### config.mk
export PLATFORM = sky130hd
export DESIGN_NAME = chg_event_uart_tx
export DESIGN_NICKNAME = d
export VERILOG_FILES = /design/src/rtl/chg_event_uart_tx.sv
export SDC_FILE = /design/constraint.sdc
export NUM_CORES = 1
export LEC_CHECK = 0
export CORE_MARGIN = 8
export CORE_UTILIZATION = 50
export DETAILED_ROUTE_END_ITERATION = 6
export PLACE_DENSITY = 0.69
export REMOVE_ABC_BUFFERS = 1
export SYNTH_ARGS = -nofsm -noshare
export SYNTH_HDL_FRONTEND = slang
export SYNTH_SLANG_ARGS = --single-unit
### constraint.sdc
create_clock -name clk -period 3.07 [get_ports clk]
set_input_delay 0.307 -clock clk [delete_from_list [all_inputs] [get_ports clk]]
set_output_delay 0.307 -clock clk [all_outputs]
set_load 0.05 [all_outputs]
### src/rtl/chg_event_uart_tx.sv
// Change-event UART transmitter: queues {channel, value} events in a small
// FIFO and sends each one as a header byte plus a data byte, 8N1.
module chg_event_uart_tx #(
    parameter int CLKS_PER_BIT = 4,
    parameter int FIFO_DEPTH   = 4
) (
    input  logic       clk,
    input  logic       rst_n,
    input  logic       evt_valid,
    input  logic [1:0] evt_ch,
    input  logic [7:0] evt_data,
    input  logic       ovf_clr,
    output logic       tx,
    output logic       busy,
    output logic       fifo_full,
    output logic       overflow,
    output logic [3:0] fifo_level
);

    localparam int PW = $clog2(FIFO_DEPTH);
    localparam int CW = $clog2(CLKS_PER_BIT);
    localparam logic [CW-1:0] CNT_MAX = CW'(CLKS_PER_BIT - 1);
    localparam logic [3:0] DEPTH = 4'(FIFO_DEPTH);

    typedef enum logic [1:0] {IDLE, START, DATA, STOP} state_t;

    logic [9:0]    r_mem [FIFO_DEPTH];
    logic [PW-1:0] r_wr_ptr;
    logic [PW-1:0] r_rd_ptr;
    logic [3:0]    r_level;
    logic          r_ovf;
    state_t        r_state;
    logic [CW-1:0] r_cnt;
    logic [2:0]    r_bit_idx;
    logic          r_byte_sel;
    logic [9:0]    r_hold;
    logic          r_tx;
    logic          r_busy;

    logic          w_full;
    logic          w_push;
    logic          w_pop;
    logic          w_bit_end;
    logic [7:0]    w_byte;
    logic [2:0]    w_next_idx;

    // Full is judged on the start-of-cycle level, so a pop never frees a slot
    // for a write in the same cycle.
    assign w_full     = (r_level == DEPTH);
    assign w_push     = evt_valid && !w_full;
    assign w_pop      = (r_state == IDLE) && (r_level != 4'd0);
    assign w_bit_end  = (r_cnt == CNT_MAX);
    assign w_byte     = r_byte_sel ? r_hold[7:0]
                                   : {4'b1010, 2'b00, r_hold[9:8]};
    assign w_next_idx = r_bit_idx + 3'd1;

    always_ff @(posedge clk) begin
        if (w_push) begin
            r_mem[r_wr_ptr] <= {evt_ch, evt_data};
        end
    end

    always_ff @(posedge clk or negedge rst_n) begin
        if (!rst_n) begin
            r_wr_ptr <= '0;
            r_rd_ptr <= '0;
            r_level  <= 4'd0;
            r_ovf    <= 1'b0;
        end else begin
            if (w_push) r_wr_ptr <= r_wr_ptr + PW'(1);
            if (w_pop)  r_rd_ptr <= r_rd_ptr + PW'(1);
            case ({w_push, w_pop})
                2'b10:   r_level <= r_level + 4'd1;
                2'b01:   r_level <= r_level - 4'd1;
                default: r_level <= r_level;
            endcase
            if (evt_valid && w_full) begin
                r_ovf <= 1'b1;
            end else if (ovf_clr) begin
                r_ovf <= 1'b0;
            end
        end
    end

    always_ff @(posedge clk or negedge rst_n) begin
        if (!rst_n) begin
            r_state    <= IDLE;
            r_cnt      <= '0;
            r_bit_idx  <= 3'd0;
            r_byte_sel <= 1'b0;
            r_hold     <= 10'd0;
            r_tx       <= 1'b1;
            r_busy     <= 1'b0;
        end else begin
            case (r_state)
                IDLE: begin
                    if (w_pop) begin
                        r_hold     <= r_mem[r_rd_ptr];
                        r_byte_sel <= 1'b0;
                        r_cnt      <= '0;
                        r_state    <= START;
                        r_tx       <= 1'b0;
                        r_busy     <= 1'b1;
                    end
                end
                START: begin
                    if (w_bit_end) begin
                        r_cnt     <= '0;
                        r_bit_idx <= 3'd0;
                        r_state   <= DATA;
                        r_tx      <= w_byte[0];
                    end else begin
                        r_cnt <= r_cnt + CW'(1);
                    end
                end
                DATA: begin
                    if (w_bit_end) begin
                        r_cnt <= '0;
                        if (r_bit_idx == 3'd7) begin
                            r_state <= STOP;
                            r_tx    <= 1'b1;
                        end else begin
                            r_bit_idx <= w_next_idx;
                            r_tx      <= w_byte[w_next_idx];
                        end
                    end else begin
                        r_cnt <= r_cnt + CW'(1);
                    end
                end
                STOP: begin
                    if (w_bit_end) begin
                        r_cnt <= '0;
                        if (!r_byte_sel) begin
                            r_byte_sel <= 1'b1;
                            r_state    <= START;
                            r_tx       <= 1'b0;
                        end else begin
                            r_state <= IDLE;
                            r_busy  <= 1'b0;
                        end
                    end else begin
                        r_cnt <= r_cnt + CW'(1);
                    end
                end
                default: r_state <= IDLE;
            endcase
        end
    end

    assign tx         = r_tx;
    assign busy       = r_busy;
    assign fifo_full  = w_full;
    assign overflow   = r_ovf;
    assign fifo_level = r_level;

endmodule

* Yosys cells after proc, flatten, opt, wreduce, memory -nomap -nowiden
Memories as Yosys holds them, arrays and structs flattened. A register that Yosys moved wholly into a read port is not among the register bits.
Cells that the tools add are included.
** Storage, ports and cells
- Bits in registers :: 19
- Output and inout bits :: 8
- Memory bits (read-only) :: 0
- Latch bits :: 0
- Memories :: 1
- Input bits :: 14
- RAM bits :: 40
** Cells by class
- Add/subtract/negate cells :: 6
- Bitwise operators :: 0
- Equality and inequality tests :: 16
- Magnitude comparators :: 1
- Muxes and demuxes :: 35
- Reduce and logical (&&, ||, !) cells :: 18
- Shift-type cells :: 0
- Divide/modulo/power cells :: 0
- Multiply operators :: 0
** Memories
- r_mem :: depth 4, bits a word 10, read ports 1, clocked after Yosys merged registers in 1, wr ports 1, line 27 : logic [9:0] r_mem [FIFO_DEPTH];
** Operator list (number)
- $mux W1 :: 16
- $ne A2 B2 Y1 const B :: 8
- $mux W2 :: 7
- $reduce_and A5 Y1 :: 2
- $mux W3 :: 3
- $eq A2 B2 Y1 const B :: 4
- $mux W8 :: 1
- $pmux W2 S4 :: 1
- $pmux W4 S2 :: 1
- $reduce_and A4 Y1 :: 2
- $reduce_bool A2 Y1 :: 4
- $add A2 B1 Y2 const B :: 3
- $pmux W3 S2 :: 1
- $add A4 B1 Y4 const B :: 1
- $eq A2 B1 Y1 const B :: 2
- $eq A4 B3 Y1 const B :: 1
- $lt A3 B4 Y1 const B :: 1
- $pmux W1 S2 :: 2
- $pmux W1 S4 :: 1
- $pmux W2 S2 :: 1
- $reduce_bool A4 Y1 :: 1
- $sub A4 B1 Y4 const B :: 1
- $add A3 B1 Y3 const B :: 1
- $bmux W1 S3 :: 1
- 7 further kinds :: 10

* Depth between registers and ports, before layout
Gate-level depths: netlist (run 1).
- Depth in word-level cells :: 6
- Depth in mapped cells :: 12
- Gate-level depth less buffers :: 11

* Worst setup path after synthesis (run 1)
OpenSTA, ideal clock, no wires.
- Path type :: register -> register
- From :: reg r_level[1], in the netlist fifo_level[1]
- To :: reg r_level[2], in the netlist fifo_level[2]
- Cell stages (with the launch flop) :: 13
- Setup slack :: -0.985 ns
- Arrival time :: 3.905 ns
- Data required time :: 2.921 ns
- Buffers on the path :: 2
- Clock period less this slack :: 4.055 ns
- Setup time :: 0.149 ns
- Cell sequence :: dfrtp_1 -> buf_6 -> nor4b_1 -> nor2b_1 -> buf_2 -> inv_1 -> ha_1 -> xor2_1 -> ha_1 -> a21oi_1 -> xor2_1 -> nor2_1 -> xor2_1
** Between the ends
- Word-level cells in the longest chain between the ends :: 5
- Elaborated cells on any way between the ends :: 11
** Ends and longest elaborated chain
- start: declaration :: line 30 : logic [3:0] r_level;
- start signal: assignment :: line 73 : 2'b10: r_level <= r_level + 4'd1;
- start signal: assignment :: line 74 : 2'b01: r_level <= r_level - 4'd1;
- start signal: assignment :: line 75 : default: r_level <= r_level;
- $eq A4 B3 Y1 (*) :: line 49 : assign w_full = (r_level == DEPTH);
- via fifo_full :: line 15 : output logic fifo_full,
- $logic_not A1 Y1 (*) :: line 50 : assign w_push = evt_valid && !w_full;
- $logic_and A1 B1 Y1 (*) :: line 50
- $eq A2 B1 Y1 / $eq A2 B2 Y1 (equally long branches) :: line 72 : case ({w_push, w_pop})
- $pmux W4 S2 / $reduce_bool A2 Y1 (equally long branches)
The timed path passes the listed nets; every way through them passes the cells marked *.
A chain may end at the register's enable or synchronous reset.

* Worst setup path in the final report (run 1)
- From :: reg r_level[1], in the netlist fifo_level[1]
- To :: out fifo_full
** Between the ends
- Word-level cells in the longest chain between the ends :: 1
** Ends and longest elaborated chain (line)
- $eq A4 B3 Y1 :: 49
- end: declaration :: 15
No other way between the ends.

==> run_results.csv, run 1 <==
group,metric,value,unit
sta,max_slew.worst_pin.slew,0.706,ns
power_and_ir_drop,pwr-share-seq,41.2,%
critical_path,crit_slowest_cell,"clkdlybuf4s50_1",
detailed_routing,vias_per_cell,5.43,
clock_network,postCtsSetupRepairBufs,0,
logic_synthesis,synth-async-reset-ratio,42.0,%
logic_synthesis,yosys_warnings,0,
logic_synthesis,synth_top_family_by_area,"multiplexers",
global_route,grt_antenna_before_repair,0,
detailed_routing,drc_errors,0,
placed_design,place_congestion,0.717,
logic_synthesis,syn_inst,205,
clock_network,htreeDepth,3,
sta,hold_viol_final,0,
clock_network,cts.repair.resized,0,
outcome,status,"finished, final reports clean",
critical_path,endpoint_kind,"primary output",
global_route,grt_pass1_wl,8.78,mm
sta,setup_viol,0,
layout,finalInstanceArea,3630,µm²
sta,worst_hold_slack,0.354,ns
power_and_ir_drop,power.density,1070,nW/µm²
logic_synthesis,synth_adder_area_share,5.55,%
clock_network,clk_pin_slew,0.07,ns
placed_design,placed_cells,295,
layout,synthToLayoutAreaGrowth,14.9,%
sta,fin_crit_sh,84.5,%
clock_network,cts_tree,"built",
sta,finalCriticalPeriod,2.59,ns
power_and_ir_drop,clkPwrFrac,19.7,%
detailed_routing,num_vias,1689,
floorplan,core,6240,µm²
min_path,hp-class,"in -> async",
critical_path,path_max_fanout,9,
logic_synthesis,synth_simple_gate_area_share,6.50,%
clock_network,cts_num_sinks,69,
logic_synthesis,synth.distinct_cells,42,
logic_synthesis,ys_ff_latch,69,
floorplan,die_h,95.5,µm
global_route,grt_start_max_net_pins,30,
placed_design,dp.final_hpwl,3.55,mm
global_route,grt_pass1_vias,1789,
critical_path,crit_family,"buffers and inverters",
layout,drive_gt1_share,20.1,%
placed_design,postPlaceCellArea,3420,µm²
floorplan,dieArea,9110,µm²
global_route,grt.total_usage,13.0,%
layout,n_antenna_cell,0,
critical_path,cp_data_required_time,2.76,ns
sta,fin_tns_setup,0,ns
detailed_routing,dr_wl_met2,2.54,mm
logic_synthesis,synth-edff-count,40,
logic_synthesis,synth_compound_area_share,7.61,%
floorplan,ioPinCount,22,
detailed_routing,drt_iter0_drc,72,
logic_synthesis,synth_mux_area_share,14.0,%
floorplan,rows,29,
clock_network,insertion_delay,0.33,ns
power_and_ir_drop,ir_worst_vdd,540,µV
critical_path,criticalPathCategory,"reg -> out",
power_and_ir_drop,p_switching,0.00134,W
job,max_cap_viol_count,0,
logic_synthesis,syn_area,3160,µm²
detailed_routing,wirelength,5.19,mm
logic_synthesis,synthXorXnorAreaFrac,2.22,%
clock_network,cts_buffer_depth,2,
sta,rsz0062_at_grt,"false",
logic_synthesis,synth_ff_type,"edfxtp_1",
detailed_routing,wl_met1,2.36,mm
critical_path,cp.arrival,2.29,ns
power_and_ir_drop,total_leakage_power,1.38,nW
power_and_ir_drop,pwr-share-comb,39.1,%
clock_network,cts_buffers,9,
detailed_routing,firstDrtPassIters,4,
floorplan,die-width,95.5,µm
global_route,overflow,0,
sta,max_clock_freq,386,MHz
clock_network,postCtsHoldBufs,0,
critical_path,slowest_delay,0.91,ns
layout,final_cells,311,
critical_path,path_cells,"nor4b_1 -> clkdlybuf4s50_1",
detailed_routing,routed.top_layer,"met4",
placed_design,io_buffers,21,
critical_path,worst_setup_path_start_kind,"flip-flop",
floorplan,initial_utilization,50.6,%
sta,drv_slew,0,
logic_synthesis,ys_seq_area_share,61.1,%
logic_synthesis,synth_area_per_cell,15.4,µm²
detailed_routing,avgRoutedWirePerCell,16.7,µm
power_and_ir_drop,p_sw_share,34.6,%
detailed_routing,met3WireLength,198,µm
layout,nets,257,
critical_path,cp.buffers_inverters,1,
detailed_routing,ant_nets,0,
power_and_ir_drop,p_int,0.00254,W
clock_network,cts_root_buf,"clkbuf_8",
sta,slew_headroom,53.0,%
sta,finClkSkew,0.00937,ns
[per-layer routing]
| layer | up-vias | track usage (%) |
|---|---|---|
| met4 | 0 | 6.15 |
| met1 | 840 | 16.0 |
| met2 | 23 | 20.4 |
| met3 | 8 | 4.33 |
| li1 | 818 | - |
| met5 | - | 0 |
[Yosys cell counts, types with 2 or more instances]
master	instances	area share, %
edfxtp_1	40	38
nand2b_1	2	0.40
o22a_1	2	0.55
nor2b_1	2	0.40
a211oi_1	3	0.71
inv_1	11	1.3
a21oi_1	3	0.48
o2111ai_1	2	0.55
buf_2	2	0.32
clkbuf_1	6	0.71
mux2_4	7	3.3
mux2_2	7	2.5
mux4_2	11	7.8
dfrtp_1	28	22
o21ai_0	7	1.1
xnor2_1	3	0.83
o21ba_2	2	0.63
nand3_1	3	0.48
a22o_1	5	1.4
nor2_1	3	0.36
buf_6	2	0.71
nand2_1	11	1.3
o31ai_1	2	0.48
ha_1	14	5.5
nor3_1	2	0.32
and2_1	5	0.99
xor2_1	5	1.4
[registers in the layout, indices dropped and copies added (netlist names)]
| name | flops |
|---|---|
| fifo_level | 4 |
| r_state | 2 |
| r_hold | 10 |
| r_wr_ptr | 2 |
| overflow | 1 |
| r_cnt | 2 |
| r_bit_idx | 3 |
| busy | 1 |
| r_byte_sel | 1 |
| r_rd_ptr | 2 |
| r_mem | 40 |
| tx | 1 |
[layout by cell type, fill, tap and decap left out, drive strengths merged, types with 8 or more instances in the layout]
| master | count |
|---|---|
| clkbuf | 10 |
| clkdlybuf4s50 | 21 |
| dfrtp | 28 |
| edfxtp | 40 |
| ha | 14 |
| inv | 11 |
| mux2 | 14 |
| mux4 | 11 |
| nand2 | 11 |
| o21ai | 8 |
[per-stage QoR]
stage	total power [W]	setup slack [ns]	util, %
after floorplan	0.00273	-1.15	-
after global placement	0.00309	0.563	54.9
after CTS	0.00393	0.438	58.1
after global routing	0.00413	0.189	58.1
after detailed placement	0.00316	0.468	54.9
final	0.00388	0.477	58.1
[power groups by stage]
| stage | Clock [W] | Sequential (W) | Combinational, W |
|---|---|---|---|
| after global routing | 0.000821 | 0.00165 | 0.00166 |
| after floorplan | 0 | 0.00167 | 0.00106 |
| after global placement | 0 | 0.00161 | 0.00149 |
| after CTS | 0.000785 | 0.00161 | 0.00154 |
| final | 0.000765 | 0.00160 | 0.00151 |
| after detailed placement | 0 | 0.00162 | 0.00153 |
[path summary, 6_finish.rpt]
path,startpoint,slack (ns),cells after the start,end
min in group clk,r_hold[3],0.52,1,r_hold[3]
max,fifo_level[1],0.48,2,fifo_full
max reg2reg,fifo_level[1],0.48,10,fifo_level[2]
min,rst_n,0.35,2,r_bit_idx[0]
max in group asynchronous,rst_n,2.39,2,tx
min reg2reg,r_hold[3],0.52,1,r_hold[3]
[layout make-up]
| class | instances | area [µm²] |
|---|---|---|
| clock buffers | 10 | 128 |
| clock inverters | 6 | 77.6 |
| fillers | 501 | 2610 |
| inverters | 11 | 41.3 |
| multi-input cells | 115 | 1130 |
| flip-flops and latches | 69 | 1930 |
| well taps | 77 | 96.3 |
| repair buffers | 23 | 225 |
[cells by family after synthesis]
logic type                 Yosys count
DFF                                 69
and+or+nand+nor                     35
AOI/OAI and AO/OA                   32
muxes                               26
buffers and inverters               21
adders and majority gates           14
xor gates and xnor gates             8
No activity file was read; power rests on OpenSTA's default activity.
==> run 2, diff against run 1 <==
==> constraint.sdc (replaced) <==
create_clock -name clk -period 2.7 [get_ports clk]
set_input_delay 0.27 -clock clk [delete_from_list [all_inputs] [get_ports clk]]
set_output_delay 0.27 -clock clk [all_outputs]
set_load 0.05 [all_outputs]
==> run_results.csv, run 2 (synthesis results as in run 1) <==
group,metric,value,unit
outcome,status,"finished, final reports clean",
sta,worst_hold_slack,0.327,ns
sta,slew_headroom,53.8,%
power_and_ir_drop,p_int,0.00290,W
power_and_ir_drop,power.density,1210,nW/µm²
global_route,grt_start_max_net_pins,30,
detailed_routing,ant_nets,0,
layout,nets,259,
floorplan,initial_utilization,50.6,%
sta,hold_viol_final,0,
layout,final_cell_mix,"edfxtp_1, dfrtp_1, clkdlybuf4s50_1, ha_1",
floorplan,ioPinCount,22,
critical_path,cp.arrival,2.57,ns
sta,rsz0062_at_grt,"false",
layout,n_antenna_cell,0,
floorplan,die_h,95.5,µm
detailed_routing,drc_errors,0,
power_and_ir_drop,pwr-share-seq,40.7,%
global_route,grt_antenna_before_repair,0,
critical_path,endpoint_kind,"flip-flop",
power_and_ir_drop,p_total,0.00443,W
sta,finalCriticalPeriod,2.35,ns
critical_path,path_max_fanout,9,
power_and_ir_drop,clkPwrFrac,20.8,%
power_and_ir_drop,ir_worst_vdd,623,µV
critical_path,cp_data_required_time,2.92,ns
sta,fin_tns_setup,0,ns
floorplan,core,6240,µm²
clock_network,htreeDepth,3,
placed_design,dp.final_hpwl,3.48,mm
global_route,grt_pass1_vias,1726,
detailed_routing,wirelength,5.05,mm
global_route,grt.total_usage,12.4,%
layout,synthToLayoutAreaGrowth,16.1,%
layout,final_cells,313,
power_and_ir_drop,p_switching,0.00153,W
placed_design,placed_cells,297,
layout,fillers,515,
clock_network,cts.repair.resized,0,
global_route,grt_pass1_wl,8.61,mm
layout,final_common_cell,"edfxtp_1",
detailed_routing,vias_per_cell,5.27,
layout,top_register,"r_mem",
sta,finClkSkew,0.00997,ns
power_and_ir_drop,total_leakage_power,1.42,nW
critical_path,criticalPathCategory,"reg -> reg",
clock_network,postCtsHoldBufs,0,
floorplan,rows,29,
detailed_routing,num_vias,1651,
layout,largest_reg_flops,40,
clock_network,clk_pin_slew,0.08,ns
clock_network,cts_root_buf,"clkbuf_8",
placed_design,place_congestion,0.778,
critical_path,worst_setup_path_start_kind,"flip-flop",
placed_design,io_buffers,21,
floorplan,die-width,95.5,µm
clock_network,insertion_delay,0.33,ns
clock_network,cts_buffers,9,
sta,max_clock_freq,425,MHz
clock_network,cts_buffer_depth,2,
job,max_cap_viol_count,0,
clock_network,cts_num_sinks,69,
detailed_routing,firstDrtPassIters,4,
sta,max_slew.worst_pin.slew,0.693,ns
clock_network,cts_tree,"built",
sta,setup_viol,0,
power_and_ir_drop,p_sw_share,34.6,%
layout,drive_gt1_share,22.0,%
sta,fin_crit_sh,87.1,%
global_route,overflow,0,
sta,drv_slew,0,
detailed_routing,avgRoutedWirePerCell,16.1,µm
power_and_ir_drop,pwr-share-comb,38.5,%
clock_network,postCtsSetupRepairBufs,0,
min_path,hp-class,"in -> async",
detailed_routing,drt_iter0_drc,33,
floorplan,dieArea,9110,µm²
## run 2: cell count changes in the layout (fill, tap and decap cells not counted), sizes merged
cell,delta
clkinvlp,+1
buf,+2
clkbuf,-1
clkinv,-1
clkdlybuf4s50,-1
dlymetal6s2s,+1
inv,+1
## run 2: worst paths after layout
kind / slack (ns) / end / from / cells past startpoint
setup / recovery: 0.35 / fifo_level[2] / fifo_level[1] / 10
hold / removal: 0.33 / r_cnt[1] / rst_n / 2
setup reg to reg: 0.35 / fifo_level[2] / fifo_level[1] / 10
hold reg to reg: 0.51 / r_hold[2] / r_hold[2] / 1
max in group asynchronous: 2.06 / tx / rst_n / 2
min in group clk: 0.51 / r_hold[2] / r_hold[2] / 1
## run 2: layer usage
metal | global-route usage [%] | vias up | part of all wire, %
met4 | 5.38 | 0 | 1.1
li1 | - | 820 | -
met1 | 16.1 | 810 | 47
met5 | 0 | - | 0
met2 | 19.4 | 17 | 49
met3 | 3.23 | 4 | 2.6
## run 2: power groups by stage
stage,Sequential [W],Clock (W),Combinational (W)
global route,0.00187,0.000978,0.00188
global placement,0.00182,0,0.00170
CTS,0.00182,0.000937,0.00173
finish,0.00180,0.000922,0.00171
detailed placement,0.00184,0,0.00173
floorplan,0.00190,0,0.00120
## run 2: critical path: stages (launching register included)
cell and delay (ns):
dfrtp_1 0.49, nor4b_1 0.52, nor2b_1 0.12, inv_1 0.11
ha_1 0.24, xor2_1 0.09, ha_1 0.18, a21oi_1 0.14
xor2_1 0.15, nor2_1 0.06, xor2_1 0.14
## run 2: cell type report
class | instances | area (µm²) | share of cell area (%)
sequential | 69 | 1930 | 52.6
multi-input combinational | 115 | 1130 | 30.9
timing repair buffer | 25 | 243 | 6.63
clock buffer | 9 | 124 | 3.38
clock inverter | 7 | 98.8 | 2.70
tap | 77 | 96.3 | 2.63
inverter | 11 | 41.3 | 1.13
## run 2: stage by stage
stage                     setup WS (ns)  instance area (µm²)  util (%)
after detailed placement          0.305                 3440      55.1
after floorplan                   -1.52                 3100         -
after global routing             0.0848                 3660      58.7
after global placement            0.383                 3440      55.1
after CTS                         0.106                 3660      58.7
final                             0.348                 3660      58.7
==> run 3, diff against run 2 <==
--- a/config.mk
+++ b/config.mk
@@ -8,6 +8,7 @@
 export CORE_MARGIN = 8
 export CORE_UTILIZATION = 50
 export DETAILED_ROUTE_END_ITERATION = 6
+export GPL_TIMING_DRIVEN = 0
 export PLACE_DENSITY = 0.69
 export REMOVE_ABC_BUFFERS = 1
 export SYNTH_ARGS = -nofsm -noshare
==> run_results.csv, run 3 (synthesis results as in run 1) <==
group,metric,value,unit
critical_path,path_max_fanout,9,
layout,fillers,488,
sta,finalCriticalPeriod,2.42,ns
global_route,grt_pass1_wl,8.86,mm
critical_path,reg2reg_depth,9,
layout,n_antenna_cell,0,
placed_design,placed_cells,293,
critical_path,worst_setup_path_start_kind,"flip-flop",
floorplan,ioPinCount,22,
power_and_ir_drop,ir_worst_vdd,667,µV
sta,fin_crit_sh,89.5,%
detailed_routing,drc_errors,0,
sta,hold_viol_final,28,
critical_path,crit_family,"buffers and inverters",
clock_network,cts_buffers,9,
clock_network,cts_root_buf,"clkbuf_8",
global_route,grt_pass1_vias,1869,
critical_path,crit_end,"fifo_full",
detailed_routing,num_vias,1690,
sta,setup_viol,0,
placed_design,place_ws,-0.227,ns
floorplan,initial_utilization,50.6,%
detailed_routing,avgRoutedWirePerCell,16.3,µm
clock_network,clk_pin_slew,0.07,ns
critical_path,startpoint,"fifo_level[1]",
sta,max_slew.worst_pin.slew,0.706,ns
layout,largest_reg_flops,40,
layout,final_common_cell,"edfxtp_1",
global_route,grt_start_max_net_pins,30,
placed_design,io_buffers,21,
detailed_routing,drt_iter0_drc,63,
layout,finalInstanceArea,3610,µm²
min_path,hp-class,"in -> async",
placed_design,place_congestion,0.763,
floorplan,die_h,95.5,µm
sta,worst_hold_slack,-0.0378,ns
layout,drive_gt1_share,21.5,%
power_and_ir_drop,power.density,1190,nW/µm²
critical_path,slowest_delay,0.88,ns
floorplan,core,6240,µm²
sta,finClkSkew,0.00906,ns
critical_path,timing.rr.start,"fifo_level[1]",
layout,top_register,"r_mem",
clock_network,insertion_delay,0.33,ns
placed_design,dp.final_hpwl,3.45,mm
sta,rsz0062_at_grt,"false",
critical_path,endpoint_kind,"primary output",
layout,synthToLayoutAreaGrowth,14.4,%
job,max_cap_viol_count,0,
layout,nets,257,
layout,final_cell_mix,"edfxtp_1, dfrtp_1, clkdlybuf4s50_1, ha_1",
floorplan,rows,29,
clock_network,cts_tree,"built",
power_and_ir_drop,total_leakage_power,1.37,nW
critical_path,cp.buffers_inverters,1,
critical_path,rrSetupSlack,0.33,ns
floorplan,die-width,95.5,µm
detailed_routing,vias_per_cell,5.45,
clock_network,cts_num_sinks,69,
placed_design,postPlaceCellArea,3410,µm²
detailed_routing,wirelength,5.05,mm
clock_network,htreeDepth,3,
critical_path,worstReg2RegEnd,"fifo_level[2]",
global_route,grt.total_usage,12.8,%
clock_network,cts_buffer_depth,2,
critical_path,path_cells,"nor4b_2 -> clkdlybuf4s50_1",
detailed_routing,ant_nets,0,
layout,final_cells,310,
sta,slew_headroom,52.9,%
critical_path,cp_data_required_time,2.43,ns
outcome,status,"finished with violations",
critical_path,cp.arrival,2.15,ns
outcome,violations,"negative hold slack",
critical_path,critical_path_depth,2,
critical_path,crit_slowest_cell,"clkdlybuf4s50_1",
global_route,grt_antenna_before_repair,0,
detailed_routing,firstDrtPassIters,4,
sta,setup_slack,0.285,ns
sta,max_clock_freq,414,MHz
floorplan,dieArea,9110,µm²
global_route,overflow,0,
sta,fin_tns_setup,0,ns
sta,drv_slew,0,
critical_path,criticalPathCategory,"reg -> out",
[run 3: cell types whose count changed in the layout (fill, tap and decap cells not counted), sizes merged]
cell,previous run,this run
dlymetal6s2s,1,0
inv,12,11
clkinv,3,4
bufinv,2,1
buf,4,3
[run 3: how the worst min path moves through the flow]
stage | startpoint | endpoint | depth (start not counted)
after floorplan | rst_n | busy | 0
after global placement | r_hold[3] | r_hold[3] | 1
after detailed placement | r_hold[3] | r_hold[3] | 1
after CTS | ovf_clr | overflow | 2
after global routing | rst_n | r_state[0] | 1
final | rst_n | r_bit_idx[2] | 1
[run 3: cell type report]
class / count / area (µm²) / share of cell area [%]
Clock buffer: 9 / 124 / 3.43
Clock inverter: 6 / 55.1 / 1.52
Inverter: 11 / 41.3 / 1.14
Multi-Input combinational cell: 115 / 1150 / 31.7
Sequential cell: 69 / 1930 / 53.4
Tap cell: 77 / 96.3 / 2.67
Timing Repair Buffer: 23 / 220 / 6.10
[run 3: power breakdown]
group          total, W  switching, W  internal, W
sequential      0.00181      0.000335      0.00148
clock          0.000768      0.000356     0.000412
combinational   0.00171      0.000815     0.000896
[run 3: what timing repair did]
action	CTS	global route
pin swaps	0	1
resized for setup	1	2
endpoints found under the setup margin	3	4
setup buffers	0	2
hold buffers	0	0
[run 3: per-stage QoR]
step | total power (W) | util (%)
final | 0.00429 | 57.9
after global routing | 0.00462 | 57.9
after CTS | 0.00433 | 57.6
after detailed placement | 0.00355 | 54.6
after global placement | 0.00350 | 54.6
after floorplan | 0.00310 | -
[run 3: routing by layer]
metal,track usage (%),routed length [µm],up-vias
met5,0,0,-
met4,4.87,50,0
met3,4.41,193,5
met2,20.2,2530,24
met1,16.1,2280,838
li1,-,-,823
[run 3: worst reg2reg max path, stage by stage (launching register included)]
cell and delay [ns]:
dfrtp_1 0.50, nor4_4 0.55, nor2_4 0.10, ha_1 0.26
xor2_1 0.16, ha_1 0.18, a21oi_1 0.14, xor2_1 0.16
nor2_1 0.06, xor2_1 0.13
